--- config.mk ---
export PLATFORM = sky130hd
export DESIGN_NAME = chip8_rom_loader
export DESIGN_NICKNAME = d
export VERILOG_FILES = /design/src/rtl/chip8_rom_loader.sv
export SDC_FILE = /design/constraint.sdc
export NUM_CORES = 1
export LEC_CHECK = 0
export BUFFER_PORTS_ARGS = -buffer_cell sky130_fd_sc_hd__buf_2
export CORE_ASPECT_RATIO = 1.1
export CORE_MARGIN = 1.5
export CORE_UTILIZATION = 40
export DETAILED_ROUTE_END_ITERATION = 8
export GPL_TIMING_DRIVEN = 0
export SYNTH_ARGS = -nofsm -noshare
export SYNTH_HDL_FRONTEND = slang
export SYNTH_SLANG_ARGS = --single-unit
--- constraint.sdc ---
create_clock -name clk -period 3.7 [get_ports clk]
set_input_delay 0.37 -clock clk [delete_from_list [all_inputs] [get_ports clk]]
set_output_delay 0.37 -clock clk [all_outputs]
set_load 0.02 [all_outputs]
--- src/rtl/chip8_rom_loader.sv ---
// Byte-stream ROM loader: writes an image into CHIP-8 memory port A from LOAD_BASE and holds
// the CPU in reset meanwhile. Optional read-back checksum verify under CHIP8_LOADER_VERIFY_EN.
module chip8_rom_loader #(
  parameter logic [11:0] LOAD_BASE = 12'h200,
  parameter int unsigned MAX_LEN   = 3584
) (
  input  logic        clk,
  input  logic        rst_n,
  input  logic        start,
  input  logic        abort,
  input  logic [11:0] length,
  input  logic        in_valid,
  input  logic [7:0]  in_data,
  output logic        in_ready,
  output logic        mem_en,
  output logic        mem_write,
  output logic [11:0] mem_addr,
  output logic [7:0]  mem_wdata,
  input  logic [7:0]  mem_rdata,
  output logic        cpu_hold,
  output logic        busy,
  output logic        done,
  output logic        error,
  output logic [11:0] byte_count
);

  localparam logic [11:0] MaxLenW = 12'(MAX_LEN);

  typedef enum logic [2:0] {
    StIdle,
    StLoad,
    StFlush,
`ifdef CHIP8_LOADER_VERIFY_EN
    StVerify,
    StCheck,
`endif
    StDone
  } state_e;

  state_e      state_q, state_d;
  logic [11:0] count_q, count_d;
  logic [11:0] len_q, len_d;
  logic [7:0]  sum_q, sum_d;
  logic        error_q, error_d;
  logic        wr_en_q, wr_en_d;
  logic [11:0] wr_addr_q, wr_addr_d;
  logic [7:0]  wr_data_q, wr_data_d;
  logic        accept;
  logic        len_ok;

`ifdef CHIP8_LOADER_VERIFY_EN
  logic [11:0] rd_q, rd_d;
  logic        rd_pend_q, rd_pend_d;
  logic [7:0]  vsum_q, vsum_d;
  logic [7:0]  vsum_final;
`else
  logic        unused_rdata;
  assign unused_rdata = ^mem_rdata;
`endif

  always_ff @(posedge clk or negedge rst_n) begin
    if (!rst_n) begin
      state_q   <= StIdle;
      count_q   <= '0;
      len_q     <= '0;
      sum_q     <= '0;
      error_q   <= 1'b0;
      wr_en_q   <= 1'b0;
      wr_addr_q <= '0;
      wr_data_q <= '0;
`ifdef CHIP8_LOADER_VERIFY_EN
      rd_q      <= '0;
      rd_pend_q <= 1'b0;
      vsum_q    <= '0;
`endif
    end else begin
      state_q   <= state_d;
      count_q   <= count_d;
      len_q     <= len_d;
      sum_q     <= sum_d;
      error_q   <= error_d;
      wr_en_q   <= wr_en_d;
      wr_addr_q <= wr_addr_d;
      wr_data_q <= wr_data_d;
`ifdef CHIP8_LOADER_VERIFY_EN
      rd_q      <= rd_d;
      rd_pend_q <= rd_pend_d;
      vsum_q    <= vsum_d;
`endif
    end
  end

  // Abort closes the stream in the same cycle so no byte is taken that would never be written.
  assign in_ready = (state_q == StLoad) && (count_q < len_q) && !abort;
  assign accept   = in_valid && in_ready;
  assign len_ok   = (length != 12'd0) && (length <= MaxLenW);

`ifdef CHIP8_LOADER_VERIFY_EN
  // The last read's data arrives during CHECK, so fold it in combinationally there.
  assign vsum_final = rd_pend_q ? vsum_q + mem_rdata : vsum_q;
`endif

  always_comb begin
    state_d   = state_q;
    count_d   = count_q;
    len_d     = len_q;
    sum_d     = sum_q;
    error_d   = error_q;
    wr_en_d   = accept;
    wr_addr_d = accept ? LOAD_BASE + count_q : wr_addr_q;
    wr_data_d = accept ? in_data : wr_data_q;
`ifdef CHIP8_LOADER_VERIFY_EN
    rd_d      = rd_q;
    rd_pend_d = (state_q == StVerify);
    vsum_d    = vsum_final;
`endif

    if (accept) begin
      count_d = count_q + 12'd1;
      sum_d   = sum_q + in_data;
    end

    case (state_q)
      StIdle: begin
        if (start) begin
          if (len_ok) begin
            len_d   = length;
            count_d = '0;
            sum_d   = '0;
            error_d = 1'b0;
`ifdef CHIP8_LOADER_VERIFY_EN
            rd_d    = '0;
            vsum_d  = '0;
`endif
            state_d = StLoad;
          end else begin
            error_d = 1'b1;
            state_d = StDone;
          end
        end
      end
      StLoad: begin
        if (abort) begin
          error_d = 1'b1;
          state_d = StDone;
        end else if (accept && (count_q == len_q - 12'd1)) begin
          state_d = StFlush;
        end
      end
      StFlush: begin
        if (abort) begin
          error_d = 1'b1;
          state_d = StDone;
        end else begin
`ifdef CHIP8_LOADER_VERIFY_EN
          state_d = StVerify;
`else
          state_d = StDone;
`endif
        end
      end
`ifdef CHIP8_LOADER_VERIFY_EN
      StVerify: begin
        if (abort) begin
          error_d = 1'b1;
          state_d = StDone;
        end else begin
          rd_d = rd_q + 12'd1;
          if (rd_q == len_q - 12'd1) begin
            state_d = StCheck;
          end
        end
      end
      StCheck: begin
        if (vsum_final != sum_q) begin
          error_d = 1'b1;
        end
        state_d = StDone;
      end
`endif
      StDone: begin
        state_d = StIdle;
      end
      default: begin
        state_d = StIdle;
      end
    endcase
  end

  always_comb begin
    mem_en    = wr_en_q;
    mem_write = wr_en_q;
    mem_addr  = wr_addr_q;
    mem_wdata = wr_data_q;
`ifdef CHIP8_LOADER_VERIFY_EN
    if (state_q == StVerify) begin
      mem_en    = 1'b1;
      mem_write = 1'b0;
      mem_addr  = LOAD_BASE + rd_q;
    end
`endif
  end

  assign busy       = (state_q != StIdle);
  assign done       = (state_q == StDone);
  assign cpu_hold   = busy && !done;
  assign error      = error_q;
  assign byte_count = count_q;

endmodule

==> out/results.txt <==
Max_cap viols - 0
RSZ-0062 raised after global routing - no
Antenna viol nets, final - 0
Worst-path cell chain - inv_1 -> ha_1 -> a21oi_1 -> nor2b_1 -> o21ai_0 -> nand3_1 -> or2_2 -> clkbuf_1 -> clkbuf_1 -> o31ai_1 -> a21oi_1
Top-area cell type share of the netlist area - 0.423
Max rail drop VDD - 289 uV
Synth Flop Type - dfrtp_1
Clk_skew - 3.66 ps
Clock-pin transition on the worst setup and hold timing paths - 100 ps
Placed cells - 443
Initial antenna violation count - 0
CTS tree - done
Power, Total - 2.31 mW
Min Tclk post-route - 3150 ps
Num Clock Sinks - 48
Worst EP required - 3880 ps
Die area - 7620 um2
Max-Slew Margin vs Limit - 0.279
Setup violators final - 0
GRT overflow - 0
Crit. End Element - flip-flop
Vias - 2385
Core area - 6970 um2
Clk_lat worst skew - 300 ps
Setup bufs post-CTS - 0
Vias in the first global route - 2302
Post_cts resized - 0
IO Pins - 72
Max-slew violations - 0
Max stage delay on crit path - 440 ps
CP Buf/Inv Count - 3
Largest net degree at the start of global routing - 49
Delay-heaviest family, CP - simple AND/OR/NAND/NOR gates
Final Hold Vio Count - 0
Pwr Density - 684 nW/um2
Largest area contributor in the netlist - dfrtp_1
Synthesis Warnings - 0
Wirelength per Cell - 14.5 um
Post-Syn Instances - 295
Max Freq - 317 MHz
Initial Util - 0.408
Setup TNS Final - 0 ps
Slew @ Worst Pin - 1080 ps
Die width - 83.4 um
I/O Buffers - 63
Critical Path Slowest Stage Cell - dfrtp_1
Arr. time, crit path - 3330 ps
Total Routing Usage GR - 0.180
Distinct cells, synth - 50
Final wirelength - 6560 um
Outcome - finished, final reports clean
Final worst path period share - 0.852
TritonRoute pass-1 iters - 5
Hold WC Path Type - input pin to async pin
Syn_nets - 347
Crit path max fanout - 10
H-tree Lvls - 2
Initial DRC Count - 52
N_diodes - 0
Area Overhead vs Synth - 19.0%
Hold_buf cts - 0
CP Class - flip-flop to flip-flop
Cts bufs inserted - 5
Nets@finish - 417
Top cells by area, synth - dfrtp_1 (42%), ha_1 (8.4%), mux2_2 (6.3%), xnor2_1 (6.2%), o21ai_0 (3.5%)
Post-synth EDFFs - 0
Yosys reg bits - 48
Avg Cell Area, Syn - 9.64 um2
Post-Layout Cell Count - 451
Startpoint Class - flip-flop
Via density - 5.29
Post-synthesis sequential area ratio - 0.423
Die H - 91.4 um
Share of layout cells above drive strength 1 - 0.287
Area of the mapped netlist - 2840 um2
Clock Tree Root - clkbuf_8
Clock tree buffer depth - 2
Drc violations - 0
Synth async-reset ratio - 1.00
Core Rows - 32
HPWL after DPL - 5040 um
Wire length of the first global-routing pass - 11100 um
Leak - 1.62 nW
Placer congestion estimate - 0.836
==> final timing paths <==
path / to / slack, ps / cells past startpoint / start
max in group asynchronous: mem_addr[9] / 2780 / 1 / rst_n
min: error / 240 / 1 / rst_n
min in group clk: len_q[6] / 290 / 3 / length[6]
max reg2reg: byte_count[5] / 550 / 11 / len_q[9]
min reg2reg: mem_addr[6] / 490 / 2 / mem_addr[6]
max: byte_count[5] / 550 / 11 / len_q[9]
==> worst reg2reg max path: stages (launching register included) <==
cell	delay [ps]
dfrtp_1	440
inv_1	120
ha_1	320
a21oi_1	150
nor2b_1	60
o21ai_0	220
nand3_1	330
or2_2	400
clkbuf_1	280
clkbuf_1	320
o31ai_1	290
a21oi_1	100
==> layout by cell type (no fill, tap or decap), types with 2 or more instances in the layout <==
master    netlist  layout
xnor2_1        20      20
nand3_1        11      11
ha_1           19      19
o22ai_1         2       2
clkbuf_8        0       5
buf_4           2       2
or4_1           2       2
xor2_1          2       2
mux2_2         16      16
nor2b_1         4       4
o211ai_1        3       3
o21ai_0        20      20
a211oi_1        4       4
nor4_1          9       9
clkbuf_1        7       7
nor3_1          6       6
inv_1          23      23
buf_2           4      67
nand2b_1        2       2
nand2_1        25      25
nor2_1         22      22
o31ai_1         2       2
a21oi_1         9       9
nand4_1         6       6
a22oi_1         2       2
dfrtp_1        48      48
==> Yosys cell counts (2+ instances only) <==
cell type and n:
nand4_1 6, xor2_1 2, o21ai_0 20, nor2_1 22, nand3_1 11, inv_1 23, ha_1 19, nand2b_1 2
o211ai_1 3, or4_1 2, o22ai_1 2, a22oi_1 2, xnor2_1 20, nor3_1 6, clkbuf_1 7, o31ai_1 2
buf_2 4, a21oi_1 9, nor2b_1 4, nand2_1 25, buf_4 2, mux2_2 16, nor4_1 9, a211oi_1 4
dfrtp_1 48
==> final cells by class <==
cell class / count / area (um2)
flip-flops and latches: 48 / 1200
multi-input cells: 211 / 1490
clock buffers: 5 / 68.8
inverters: 23 / 86.3
well taps: 85 / 106
repair buffers: 63 / 315
plain buffers: 13 / 61.3
clock inverters: 3 / 50.0
fillers: 700 / 3580
==> registers in the layout, summed over array words and instances, names as in the netlist <==
register	count
mem_wdata	8
error	1
state_q	2
mem_addr	12
byte_count	12
len_q	12
mem_en	1
==> per-layer routing <==
metal | share of wire | vias up | track usage
met5 | 0 | - | 0
met4 | 0.0087 | 0 | 0.0389
met3 | 0.043 | 6 | 0.0400
met2 | 0.49 | 46 | 0.304
met1 | 0.46 | 1158 | 0.238
li1 | - | 1175 | -
==> cell families after synthesis <==
group	Yosys count	synth area share
AOI/OAI and AO/OA	51	0.111
xor gates and xnor gates	23	0.0735
adders and majority gates	19	0.0836
buffers and inverters	36	0.0519
DFF	48	0.423
muxes	16	0.0634
and+or+nand+nor	102	0.194
==> where the power goes <==
group / internal (mW) / total, mW / switching, mW
logic: 0.442 / 1.08 / 0.635
clock network: 0.209 / 0.403 / 0.195
registers: 0.678 / 0.834 / 0.156
==> through the flow <==
stage,instance area [um2],util,worst slack (ps),hold slack (ps)
after floorplan,2840,-,909,74.4
after global placement,3260,0.469,605,464
after detailed placement,3260,0.469,564,474
after CTS,3380,0.486,521,280
after global routing,3380,0.486,275,272
final,3380,0.486,548,236
No activity file was read; power rests on OpenSTA's default activity.
